$ cat src/rtl/prod_accum.sv
// Sums a group of unsigned 16-bit products (LEN beats or up to in_last); result valid the cycle after the last beat.
// Input stalls while a result is held; PROD_ACCUM_SAT_EN selects saturating instead of wrapping overflow.
module prod_accum #(
  parameter int ACC_W = 24,
  parameter int LEN   = 8
) (
  input  logic             clk,
  input  logic             rst,
  input  logic             in_valid,
  output logic             in_ready,
  input  logic [15:0]      prod_in,
  input  logic             in_last,
  output logic             out_valid,
  input  logic             out_ready,
  output logic [ACC_W-1:0] acc_out,
  output logic [7:0]       acc_cnt,
  output logic             ovf
);

  typedef enum logic [1:0] {IDLE, ACC, DONE} state_t;

  localparam logic [7:0]       LEN_C   = 8'(LEN);
  localparam logic [ACC_W-1:0] ACC_MAX = '1;

  state_t           state, state_nxt;
  logic [ACC_W-1:0] acc, acc_nxt;
  logic [7:0]       cnt, cnt_nxt;
  logic             ovf_q, ovf_nxt;

  logic [ACC_W:0]   sum;
  logic [7:0]       cnt_inc;
  logic             beat;
  logic             grp_end;

  assign in_ready  = (state != DONE);
  assign out_valid = (state == DONE);
  assign beat      = in_valid && in_ready;

  // acc is zero in IDLE, so the first beat uses the same adder path as later beats.
  assign sum     = {1'b0, acc} + (ACC_W+1)'(prod_in);
  assign cnt_inc = cnt + 8'd1;
  assign grp_end = (cnt_inc == LEN_C) || in_last;

  always_comb begin
    state_nxt = state;
    acc_nxt   = acc;
    cnt_nxt   = cnt;
    ovf_nxt   = ovf_q;
    case (state)
      IDLE, ACC: begin
        if (beat) begin
          cnt_nxt = cnt_inc;
          ovf_nxt = ovf_q | sum[ACC_W];
`ifdef PROD_ACCUM_SAT_EN
          // Once clamped, the sum stays at full scale for the rest of the group.
          acc_nxt = (ovf_q || sum[ACC_W]) ? ACC_MAX : sum[ACC_W-1:0];
`else
          acc_nxt = sum[ACC_W-1:0];
`endif
          state_nxt = grp_end ? DONE : ACC;
        end
      end
      DONE: begin
        if (out_ready) begin
          state_nxt = IDLE;
          acc_nxt   = '0;
          cnt_nxt   = '0;
          ovf_nxt   = 1'b0;
        end
      end
      default: begin
        state_nxt = IDLE;
        acc_nxt   = '0;
        cnt_nxt   = '0;
        ovf_nxt   = 1'b0;
      end
    endcase
  end

  always_ff @(posedge clk or posedge rst) begin
    if (rst) begin
      state <= IDLE;
      acc   <= '0;
      cnt   <= '0;
      ovf_q <= 1'b0;
    end else begin
      state <= state_nxt;
      acc   <= acc_nxt;
      cnt   <= cnt_nxt;
      ovf_q <= ovf_nxt;
    end
  end

  assign acc_out = acc;
  assign acc_cnt = cnt;
  assign ovf     = ovf_q;

endmodule

$ cat config.mk
export PLATFORM = sky130hd
export DESIGN_NAME = prod_accum
export DESIGN_NICKNAME = d
export VERILOG_FILES = /design/src/rtl/prod_accum.sv
export SDC_FILE = /design/constraint.sdc
export NUM_CORES = 1
export LEC_CHECK = 0
export BUFFER_PORTS_ARGS = -buffer_cell sky130_fd_sc_hd__buf_2
export CORE_MARGIN = 2
export CORE_UTILIZATION = 55
export DETAILED_ROUTE_END_ITERATION = 10
export GPL_TIMING_DRIVEN = 0
export PLACE_DENSITY = 0.81
export SYNTH_ARGS = -nofsm -noshare
export SYNTH_HDL_FRONTEND = slang
export SYNTH_SLANG_ARGS = --single-unit
$ cat constraint.sdc
create_clock -name clk -period 4.2 [get_ports clk]
set_input_delay 0.21 -clock clk [delete_from_list [all_inputs] [get_ports clk]]
set_output_delay 0.21 -clock clk [all_outputs]
set_load 0.01 [all_outputs]
Word level (Yosys, flattened, before mapping)
Cells that the tools add are included.
{"block": "totals", "register_bits": 35, "latchBits": 0, "mem_bits_rw": 0, "romBits": 0, "input_bits": 21, "memories": 0}
{"block": "classes", "n_addsub": 2, "multipliers": 0, "div_mod_pow": 0, "magnitude_cmp": 0, "n_eq_ne": 6, "shifts": 0, "n_mux": 13, "n_bitwise": 1, "n_reduce_logical": 5}
{"cell": "2-to-1 mux 24 bit", "n": 2}
{"cell": "case mux 24 bit (2 select lines)", "n": 1}
{"cell": "adder 24 x 16 -> 25 bit", "n": 1}
{"cell": "2-to-1 mux 8 bit", "n": 2}
{"cell": "case mux 8 bit (2 select lines)", "n": 1}
{"cell": "adder 8 x 1 -> 8 bit, second input constant", "n": 1}
{"cell": "== test 8 x 4 -> 1 bit, second input constant", "n": 1}
{"cell": "2-to-1 mux 2 bit", "n": 3}
{"cell": "inequality test 2 bit, second input constant", "n": 2}
{"cell": "case mux 2 bit (2 select lines)", "n": 1}
{"cell": "== test 2 x 1 -> 1 bit, second input constant", "n": 1}
{"cell": "== test 2 bit, second input constant", "n": 1}
{"cell": "logical NOT 2 bit", "n": 1}
{"cell": "2-to-1 mux 1 bit", "n": 2}
{"cell": "inequality test 2 x 1 -> 1 bit, second input constant", "n": 1}
{"cell": "case mux 1 bit (2 select lines)", "n": 1}
{"cell": "AND reduction 2 bit", "n": 1}
{"cell": "OR reduction 2 bit", "n": 1}
{"cell": "logical AND 1 bit", "n": 1}
{"cell": "logical OR 1 bit", "n": 1}
{"cell": "bitwise OR 1 bit", "n": 1}

Longest topological paths before layout
Gate-level depths: netlist of the first run.
{"block": "depth", "depth_word": 6, "depth_mapped": 9}

Worst setup path before layout of the first run
Ideal clock, no wire load.
{"block": "synth_timing", "kind": "register to register", "startpoint": "register acc[9] (netlist: acc_out[9])", "endpoint": "register acc[23] (netlist: acc_out[23])", "setup_time_ps": 123, "arrival_time_ps": 2133, "setup_slack_ps": 1944, "path_stages_with_launch": 9, "n_path_buf": 1, "period_less_slack_ps": 2256, "cell_sequence": "dfrtp_1 > ha_1 > buf_6 > nand2_4 > o211a_1 > or2_4 > and3_4 > or4b_4 > mux2i_1"}
{"block": "synth_between", "elab_chain_cells": 3}
{"item": "start, declared", "line": "26", "text": "logic [ACC_W-1:0] acc, acc_nxt;"}
{"item": "start signal, assigned", "line": "88", "text": "acc <= acc_nxt;"}
{"item": "adder 24 x 16 -> 25 bit", "line": "40", "text": "assign sum = {1'b0, acc} + (ACC_W+1)'(prod_in);"}
{"item": "2-to-1 mux 24 bit", "line": "51", "text": "if (beat) begin"}
{"item": "case mux 24 bit (2 select lines)", "line": "49", "text": "case (state)"}
No other way between the ends. The select of a mux whose other input is x is not followed.
A chain may end at the register's enable or synchronous reset.

Worst setup path in the final report of the first run
{"block": "layout_timing", "startpoint": "register acc[0] (netlist: acc_out[0])", "endpoint": "register acc[20] (netlist: acc_out[20])"}
Same word-level chain as after synthesis.

==> impl_metrics.yaml, run 1 <==
worst_setup_path:
  cp.arrival_ns: 2.77
  start_kind: "register"
  required_ns: 4.42
  crit_path_max_fanout: 4
  crit_type: "register to register"
  critPathCaptureType: "register"
cts:
  ctsHoldBuffers: 0
  cts_setup_buffers: 0
  htreeDepth: 2
  cts_buffers: 5
  clockBufferDepth: 2
  clkLatencyLatePin_ns: 0.29
  cts_tree: "yes"
  cts_root_buf: "clkbuf_8"
  cts_resized: 0
  path_clk_slew_ns: 0.08
  clock-sinks: 35
sta:
  worst_clock_skew_ns: 0.00619
  finalCriticalPeriod_ns: 2.55
  tns_ns: 0
  max_slew_margin_pct: 48.8
  hold_slack_ns: 0.0422
  finalHoldViolations: 0
  fmax_mhz: 392
  slew_violations: 0
  rsz0062_at_grt: "no"
  setup_viol: 0
  tightest_slew_ns: 0.765
  finalCritPeriodShare_pct: 60.7
floorplanning:
  start_util_pct: 57.2
  die_h_um: 71.3
  dieArea_mm2: 0.00508
  fp.dieW_um: 71.3
  rows: 24
  core_mm2: 0.00435
  io_pins: 56
final_layout:
  fillerInstances: 353
  antenna_cells: 0
  multi_input_area_mm2: 0.00153
  regArea_um2: 876
  layout-drive-gt1-share_pct: 22.9
  area_delta_synth_final_pct: 19.1
  finalNetCount: 387
  finish.utilization_pct: 68.2
logic_synthesis:
  synth-edff-count: 0
  syn_inst: 286
  syn-num-nets: 325
  ys_seq_area_share_pct: 35.2
  synth_mux_area_share_pct: 3.26
  ys_ff_latch: 35
  synthTopCellsByArea: "dfrtp_1, ha_1, nand2_1"
  synth_fa_ha_area_share_pct: 9.34
  synth_top_family_by_area: "simple AND/OR/NAND/NOR gates"
  avgSynthCellArea_um2: 8.71
  ys.warnings.count: 0
  synth_compound_area_share_pct: 22.7
  synthSimpleGateAreaFrac_pct: 23.4
  synth.distinct_cells: 58
  syn-cell-area_mm2: 0.00249
  synth_xor_area_share_pct: 2.81
  async_flop_share_pct: 100
  synth_top_area_share_pct: 35.2
  yosysTopAreaCell: "dfrtp_1"
  synth-main-ff-cell: "dfrtp_1"
detailed_routing:
  first_iter_violations: 187
  wl_per_cell_um: 15.1
  viasPerCell: 6.04
  num_vias: 2423
  drc_errors: 0
  ant_nets: 0
  routed_wl_um: 6060
  drtPass1Iterations: 4
global_routing:
  grt_overflow: 0
  grt_max_degree: 36
  grt_pass1_vias: 2262
  grt_pass1_wl_um: 10300
  grt_antenna_before_repair: 0
  grtUsageTotal_pct: 25.5
pwr:
  p_seq_share_pct: 29.0
  clkPwrFrac_pct: 18.8
  power_frac_comb_pct: 52.2
  p_sw_mw: 0.848
  ir_worst_vdd_v: 0.000316
  p_leak_nw: 1.46
  internal_power_mw: 1.14
  p_per_area_mw_per_mm2: 669
  sw_frac_of_total_pct: 42.7
place:
  gp_congestion: 0.898
  port_buffers: 55
  hpwl_um: 4290
flow_run:
  cap_viol_max_count: 0
min_path:
  hold_path_class: "input pin to async pin"
run_status:
  status: "finished, final reports clean"
-- worst paths after layout --
kind / depth (start not counted) / startpoint / slack, ns / endpoint
setup / recovery: 9 / acc_out[0]$_DFFE_PP0P_ / 1.65 / acc_out[20]$_DFFE_PP0P_
hold / removal: 2 / rst / 0.04 / acc_out[23]$_DFFE_PP0P_
setup reg to reg: 9 / acc_out[0]$_DFFE_PP0P_ / 1.65 / acc_out[20]$_DFFE_PP0P_
hold reg to reg: 2 / acc_out[0]$_DFFE_PP0P_ / 0.50 / acc_out[0]$_DFFE_PP0P_
max in group asynchronous: 2 / rst / 3.68 / acc_out[0]$_DFFE_PP0P_
min in group clk: 2 / out_ready / 0.14 / state[1]$_DFFE_PP0P_
-- metal layers --
metal  track usage, %  vias to the layer above  wire length [um]
met5                0                        -                 0
met4             11.5                        0               138
met3             4.78                       15               319
met2             40.5                       81              2840
met1             33.9                     1144              2760
li1                 -                     1183                 -
-- synth_stat cells, drive strengths merged (5+ instances only) --
cell type  number
a21oi          27
nor2           12
clkbuf          5
nand3          13
xnor2           5
nor3            7
nand2b          6
and3            7
a211oi          5
o21ai          25
dfrtp          35
mux2i           7
a21o            5
inv             9
nand2          41
ha             17
o211ai          6
-- power by group through the flow --
stage                     registers (mW)  logic [mW]  clock network [mW]
final                              0.577        1.04               0.373
after global routing               0.596        1.16               0.389
after CTS                          0.575        1.03               0.378
after detailed placement           0.581        1.02                   0
after global placement             0.578       0.996                   0
after floorplan                    0.617       0.698                   0
-- kinds of logic after synthesis --
logic type,after synthesis
AOI/OAI and AO/OA,89
xor gates and xnor gates,8
adders and majority gates,18
buffers and inverters,18
DFF,35
muxes,8
and+or+nand+nor,110
-- sequential cells by signal, summed over array words and instances (netlist names) --
register	count
acc_cnt	8
acc_out	24
state	2
ovf	1
-- worst max-delay path, stage by stage, from the launching register on --
cell,delay [ns]
dfrtp_1,0.36
ha_1,0.20
inv_1,0.07
fa_1,0.39
nor2b_1,0.22
o211ai_1,0.16
a21oi_1,0.23
o21ai_1,0.19
a211oi_1,0.43
mux2i_1,0.23
-- per-stage QoR --
| step | worst slack (ns) | total power [mW] | std cells | area [um^2] |
|---|---|---|---|---|
| 3_3_place_gp | 1.76 | 1.57 | 393 | 2830 |
| 6_report | 1.65 | 1.99 | 401 | 2970 |
| 4_1_cts | 1.66 | 1.99 | 401 | 2970 |
| 5_1_grt | 1.46 | 2.15 | 401 | 2970 |
| 2_1_floorplan | 1.94 | 1.32 | 286 | 2490 |
| 3_5_place_dp | 1.70 | 1.60 | 393 | 2830 |
-- cells in the final DEF, fill, tap and decap left out, drive strengths merged, types with 3 or more instances in the layout --
cell type / instances
a211oi: 5
o21ai: 25
mux2i: 7
clkbuf: 10
nand2: 41
or2: 3
nor3: 7
nand3b: 4
a21o: 5
nand2b: 6
o211ai: 6
xor2: 3
or3: 3
nor2b: 4
nand3: 13
xnor2: 5
nor2: 12
a21oi: 27
a32o: 3
inv: 9
ha: 17
o31ai: 3
dfrtp: 35
and3: 7
buf: 59
-- cell type report --
cell class / instances / share of cell area, %
Multi-Input combinational cell: 233 / 51.6
Tap cell: 52 / 2.19
Buffer: 9 / 1.73
Inverter: 9 / 1.14
Sequential cell: 35 / 29.5
Clock buffer: 5 / 2.32
Clock inverter: 3 / 2.28
Timing Repair Buffer: 55 / 9.27
(Power assumes the default switching activity.)
==> run 2, diff against run 1 <==
--- a/config.mk
+++ b/config.mk
@@ -5,12 +5,13 @@
 export SDC_FILE = /design/constraint.sdc
 export NUM_CORES = 1
 export LEC_CHECK = 0
+export ABC_AREA = 1
 export BUFFER_PORTS_ARGS = -buffer_cell sky130_fd_sc_hd__buf_2
 export CORE_MARGIN = 2
-export CORE_UTILIZATION = 55
+export CORE_UTILIZATION = 50
 export DETAILED_ROUTE_END_ITERATION = 10
 export GPL_TIMING_DRIVEN = 0
-export PLACE_DENSITY = 0.81
+export PLACE_DENSITY = 0.77
 export SYNTH_ARGS = -nofsm -noshare
 export SYNTH_HDL_FRONTEND = slang
 export SYNTH_SLANG_ARGS = --single-unit
==> constraint.sdc (replaced) <==
create_clock -name clk -period 2.15 [get_ports clk]
set_input_delay 0.1075 -clock clk [delete_from_list [all_inputs] [get_ports clk]]
set_output_delay 0.1075 -clock clk [all_outputs]
set_load 0.01 [all_outputs]
==> run 2 against run 1 <==
- cell count increased by 32%
- core utilization decreased by 6.3 points
- wire length increased by 9.2%
- highest routed layer unchanged
- flip-flop and latch count unchanged
- via count increased by 9.8%
- count of clock-buffer cells in the layout increased by 1
- final area increased by 5.1%
- worst hold slack improved by 0.050 ns
- maximum frequency increased by 30%
- first-iteration DRC count decreased by 7.0%
- sequential share of layout area decreased by 1.4 points
==> impl_metrics.yaml, run 2 <==
worst_setup_path:
  cpMaxStageDelayCell: "dfrtp_1"
  critPathMostFrequentCell: "nand2_1"
  crit_path_max_fanout: 4
  r2r_end: "acc_out[20]$_DFFE_PP0P_"
  required_ns: 2.38
  start_kind: "register"
  path_cells: "ha_1, inv_1, fa_2, inv_1, nand3_2, nand3_2, nand2_1, nand2_2, nand2_1, nand2_2, nand2_1, nand2_1, nand2_1, nor2_2"
  reg2reg_slack_ns: 0.18
  path_buf_inv: 2
  r2r_cells: 14
  rr_startpoint: "acc_out[0]$_DFFE_PP0P_"
  critPathCaptureType: "register"
  cp.arrival_ns: 2.19
  crit_family: "simple AND/OR/NAND/NOR gates"
  slowest_delay_ns: 0.35
  crit_type: "register to register"
  cp.depth: 14
sta:
  slew_violations: 0
  tightest_slew_ns: 0.733
  finalHoldViolations: 0
  finalCritPeriodShare_pct: 91.5
  max_slew_margin_pct: 51.1
  tns_ns: 0
  finalCriticalPeriod_ns: 1.97
  fmax_mhz: 508
  worst_clock_skew_ns: 0.00730
  rsz0062_at_grt: "no"
  setup_viol: 0
floorplanning:
  rows: 26
  core_mm2: 0.00504
  die_h_um: 76.0
  dieArea_mm2: 0.00577
  io_pins: 56
  fp.dieW_um: 76.0
  start_util_pct: 51.4
min_path:
  hold_path_class: "input pin to register"
  hold_depth: 4
  hp-start: "in_last"
  hold_end: "state[0]$_DFFE_PP0P_"
global_routing:
  grt_overflow: 0
  grtUsageTotal_pct: 23.5
  grt_max_degree: 21
  grt_antenna_before_repair: 0
  grt_pass1_wl_um: 11000
  grt_pass1_vias: 2405
place:
  placed_cell_area_mm2: 0.00298
  gp_congestion: 0.925
  hpwl_um: 4940
  port_buffers: 55
logic_synthesis:
  synth_most_common_cell: "nand2_1"
  syn-num-nets: 429
  ys.warnings.count: 0
  avgSynthCellArea_um2: 6.64
  syn_inst: 390
  synth-edff-count: 0
  synth-main-ff-cell: "dfrtp_1"
  ys_seq_area_share_pct: 33.8
  yosys-top-cells-count: "nand2_1, inv_1, nor2_1"
  synthTopCellsByArea: "dfrtp_1, nand2_1, ha_1"
  async_flop_share_pct: 100
  synth.distinct_cells: 26
  yosysTopAreaCell: "dfrtp_1"
  synth_top_area_share_pct: 33.8
  ys_ff_latch: 35
  syn-cell-area_mm2: 0.00259
cts:
  clockBufferDepth: 2
  cts_root_buf: "clkbuf_8"
  cts_buffers: 5
  path_clk_slew_ns: 0.08
  htreeDepth: 2
  clock-sinks: 35
  clkLatencyLatePin_ns: 0.30
  cts_tree: "yes"
detailed_routing:
  ant_nets: 0
  first_iter_violations: 174
  viasPerCell: 5.04
  wl_per_cell_um: 12.5
  drtPass1Iterations: 4
  routed_wl_um: 6620
  drc_errors: 0
  num_vias: 2661
final_layout:
  final_common_cell: "nand2_1"
  area_delta_synth_final_pct: 20.4
  final_cell_mix: "nand2_1, buf_2, inv_1, nor2_1, dfrtp_1"
  fillerInstances: 465
  finalNetCount: 496
  stdcell_area_mm2: 0.00312
  antenna_cells: 0
  largest_reg_flops: 24
  layout-drive-gt1-share_pct: 18.6
pwr:
  ir_worst_vdd_v: 0.000641
  power_mw: 3.90
  p_per_area_mw_per_mm2: 1250
  p_leak_nw: 1.79
run_status:
  status: "finished, final reports clean"
flow_run:
  cap_viol_max_count: 0
[run 2: cell types whose count changed in the layout (fill, tap and decap cells not counted), sizes merged, moves of 6 or more]
cell,before,now
o21ai,25,14
nand2,41,149
o211ai,6,0
nand3,13,27
and3,7,1
nor2,12,43
inv,9,49
mux2i,7,0
nand2b,6,0
[run 2: worst max-delay path by stage]
stage	start	end	slack, ns
finish	acc_out[0]$_DFFE_PP0P_	acc_out[20]$_DFFE_PP0P_	0.18
global placement	acc_out[0]$_DFFE_PP0P_	acc_out[20]$_DFFE_PP0P_	0.09
CTS	acc_out[0]$_DFFE_PP0P_	acc_out[20]$_DFFE_PP0P_	0.04
floorplan	acc_out[0]$_DFFE_PP0P_	acc_out[20]$_DFFE_PP0P_	0.29
global route	acc_out[0]$_DFFE_PP0P_	acc_out[20]$_DFFE_PP0P_	0.01
detailed placement	acc_out[0]$_DFFE_PP0P_	acc_out[20]$_DFFE_PP0P_	0.03
[run 2: report_power, final]
part	total [mW]	switching [mW]	internal, mW
clock network	0.481	0.254	0.227
logic	2.35	1.48	0.871
registers	1.07	0.197	0.872
[run 2: what timing repair did]
item,CTS,global route
gates resized for setup,1,5
setup buffers,0,3
pin swaps,0,2
hold buffers,1,0
endpoints found under the setup margin,1,5
endpoints found under the hold margin,15,0
[run 2: logic make-up (layout without fill, tap and decap cells)]
kind of cell    count (synthesis)  in the layout  synth area share, %
simple gates                  233            233                 37.4
fa+ha+maj                      18             18                 8.99
buf+inv                        53            121                 8.12
compound gates                 44             44                 9.32
xor+xnor                        7              7                 2.37
flops                          35             35                 33.8
[run 2: through the flow]
step / utilization [%] / std cells / worst slack, ns / hold WS (ns)
finish: 61.8 / 528 / 0.183 / 0.0926
floorplan: - / 390 / 0.293 / 0.262
detailed placement: 59.1 / 516 / 0.0251 / 0.267
CTS: 61.1 / 525 / 0.0352 / 0.0870
global route: 61.8 / 528 / 0.0136 / 0.123
global placement: 58.6 / 515 / 0.0918 / 0.387
[run 2: cell type report]
class	instances	area [um^2]	area share (%)
buffer	4	26.3	0.843
clock buffer	6	72.6	2.33
multi-input combinational	302	1520	48.9
tap	70	87.6	2.81
clock inverter	2	12.5	0.401
sequential	35	876	28.1
inverter	49	184	5.90
timing repair buffer	60	335	10.8
[run 2: worst min-delay path, stage by stage]
cell and delay [ns]:
buf_2 0.09, inv_1 0.04, nand3_1 0.07, nand2_1 0.04
[run 2: layer usage]
metal,part of all wire [%],wire length [um],GRT usage (%),vias up
met5,0,0,0,-
met2,49,3240,41.4,78
met1,44,2900,29.6,1199
li1,-,-,-,1375
met3,5.7,380,4.62,9
met4,1.5,96,6.55,0
==> run 3, diff against run 2 <==
--- a/config.mk
+++ b/config.mk
@@ -7,11 +7,14 @@
 export LEC_CHECK = 0
 export ABC_AREA = 1
 export BUFFER_PORTS_ARGS = -buffer_cell sky130_fd_sc_hd__buf_2
+export CELL_PAD_IN_SITES_DETAIL_PLACEMENT = 1
+export CELL_PAD_IN_SITES_GLOBAL_PLACEMENT = 1
 export CORE_MARGIN = 2
-export CORE_UTILIZATION = 50
+export CORE_UTILIZATION = 35
+export CTS_CLUSTER_SIZE = 24
 export DETAILED_ROUTE_END_ITERATION = 10
 export GPL_TIMING_DRIVEN = 0
-export PLACE_DENSITY = 0.77
+export PLACE_DENSITY_LB_ADDON = 0.1
 export SYNTH_ARGS = -nofsm -noshare
 export SYNTH_HDL_FRONTEND = slang
 export SYNTH_SLANG_ARGS = --single-unit
==> constraint.sdc (replaced) <==
create_clock -name clk -period 2.15 [get_ports clk]
set_input_delay 0.1075 -clock clk [delete_from_list [all_inputs] [get_ports clk]]
set_output_delay 0.1075 -clock clk [all_outputs]
set_load 0.02 [all_outputs]
==> run 3 against run 2 <==
- flip-flop and latch count stayed put
- wire length increased by 21%
- count of clock-buffer cells in the layout decreased by 1
- setup slack better by 0.025 ns
- highest routed layer unchanged
- sequential share of layout area decreased by 0.10 points
- first-iteration DRC count fell by 76%
- final area up 0.36%
- cell count rose by 5.3%
- clock skew about the same
- combinational power increased by 8.9%
- global-route usage fell by 3.5 points
- critical path type unchanged
==> impl_metrics.yaml, run 3 (synthesis gave the netlist of run 2 again) <==
run_status:
  status: "finished, final reports clean"
place:
  port_buffers: 55
  gp_congestion: 0.836
  place_ws_ns: -0.0197
  hpwl_um: 6210
final_layout:
  finalNetCount: 495
  fillerInstances: 1003
  area_delta_synth_final_pct: 20.8
  layout-drive-gt1-share_pct: 18.8
  final_common_cell: "nand2_1"
  final_cell_mix: "nand2_1, buf_2, inv_1, nor2_1, dfrtp_1"
  largest_reg_flops: 24
  antenna_cells: 0
worst_setup_path:
  critPathCaptureType: "register"
  required_ns: 2.38
  crit_type: "register to register"
  start_kind: "register"
  cp.arrival_ns: 2.17
  crit_path_max_fanout: 4
sta:
  setup_slack_ns: 0.208
  tightest_slew_ns: 0.773
  tns_ns: 0
  max_slew_margin_pct: 48.4
  slew_violations: 0
  hold_slack_ns: 0.0896
  finalHoldViolations: 0
  finalCriticalPeriod_ns: 1.94
  rsz0062_at_grt: "no"
  finalCritPeriodShare_pct: 90.3
  fmax_mhz: 515
  worst_clock_skew_ns: 0.00746
  setup_viol: 0
detailed_routing:
  first_iter_violations: 42
  drc_errors: 0
  viasPerCell: 4.91
  routed_wl_um: 7980
  num_vias: 2730
  ant_nets: 0
  wl_per_cell_um: 14.4
  drtPass1Iterations: 4
flow_run:
  cap_viol_max_count: 0
pwr:
  p_leak_nw: 1.78
  ir_worst_vdd_v: 0.000450
  p_per_area_mw_per_mm2: 1320
  power_mw: 4.14
global_routing:
  grt_max_degree: 36
  grt_pass1_wl_um: 13100
  grt_overflow: 0
  grt_pass1_vias: 2743
  grt_antenna_before_repair: 0
  grtUsageTotal_pct: 20.0
cts:
  path_clk_slew_ns: 0.08
  cts_buffers: 5
  clkLatencyLatePin_ns: 0.29
  htreeDepth: 2
  cts_root_buf: "clkbuf_8"
  cts_tree: "yes"
  clock-sinks: 35
  clockBufferDepth: 2
floorplanning:
  dieArea_mm2: 0.00810
  start_util_pct: 35.9
  die_h_um: 90.0
  core_mm2: 0.00721
  io_pins: 56
  fp.dieW_um: 90.0
  rows: 31
min_path:
  hold_path_class: "input pin to register"
==> run 3: report_power, final <==
part / internal (mW) / switching (mW) / total [mW] / leakage [nW]
clock network: 0.226 / 0.285 / 0.511 / 0.0402
registers: 0.872 / 0.202 / 1.07 / 0.458
logic: 0.866 / 1.69 / 2.56 / 1.28
total: 1.96 / 2.18 / 4.14 / 1.78
==> run 3: layout make-up <==
type	count	area, um^2	area share [%]
clock inverters	3	20.0	0.640
plain buffers	4	26.3	0.840
inverters	49	184	5.88
flip-flops and latches	35	876	28.0
multi-input cells	302	1520	48.7
repair buffers	59	308	9.84
well taps	99	124	3.96
clock buffers	5	68.8	2.20
==> run 3: timing repair <==
action | in CTS | in global routing
hold buffers | 1 | 0
endpoints found under the setup margin | 2 | 6
hold endpoints to repair | 35 | 0
buffers inserted | 0 | 3
gates resized for setup | 1 | 5
==> run 3: metal layers <==
layer	vias to the layer above	GRT usage, %	share of wire, %
li1	1370	-	-
met5	-	0	0
met3	15	2.93	2.8
met2	48	35.8	50
met4	0	8.08	3.0
met1	1297	24.0	44
==> run 3: path summary, 6_finish.rpt <==
| path | startpoint | to | slack (ns) | cells past startpoint |
|---|---|---|---|---|
| setup / recovery | acc_out[0]$_DFFE_PP0P_ | acc_out[20]$_DFFE_PP0P_ | 0.21 | 14 |
| hold / removal | in_last | state[0]$_DFFE_PP0P_ | 0.09 | 4 |
| setup reg to reg | acc_out[0]$_DFFE_PP0P_ | acc_out[20]$_DFFE_PP0P_ | 0.21 | 14 |
| hold reg to reg | acc_out[14]$_DFFE_PP0P_ | acc_out[14]$_DFFE_PP0P_ | 0.51 | 2 |
| max in group asynchronous | rst | acc_out[2]$_DFFE_PP0P_ | 1.16 | 3 |
| min in group asynchronous | rst | acc_out[22]$_DFFE_PP0P_ | 0.49 | 3 |
==> run 3: through the flow <==
step	instance area, um^2	utilization (%)	cells
floorplan	2590	-	390
global placement	2990	41.4	544
detailed placement	2990	41.4	544
CTS	3090	42.8	553
global route	3130	43.4	556
finish	3130	43.4	556
==> run 3: worst max-delay path: stages, from the launching register on <==
cell and delay [ns]:
dfrtp_1 0.38, ha_2 0.20, inv_1 0.05, fa_2 0.35, inv_1 0.08, nand3_1 0.08
nand3_2 0.10, nand2_1 0.07, nand2_2 0.11, nand2_1 0.07, nand2_2 0.11, nand2_1 0.09
nand2_1 0.07, nand2_1 0.04, nor2_1 0.09
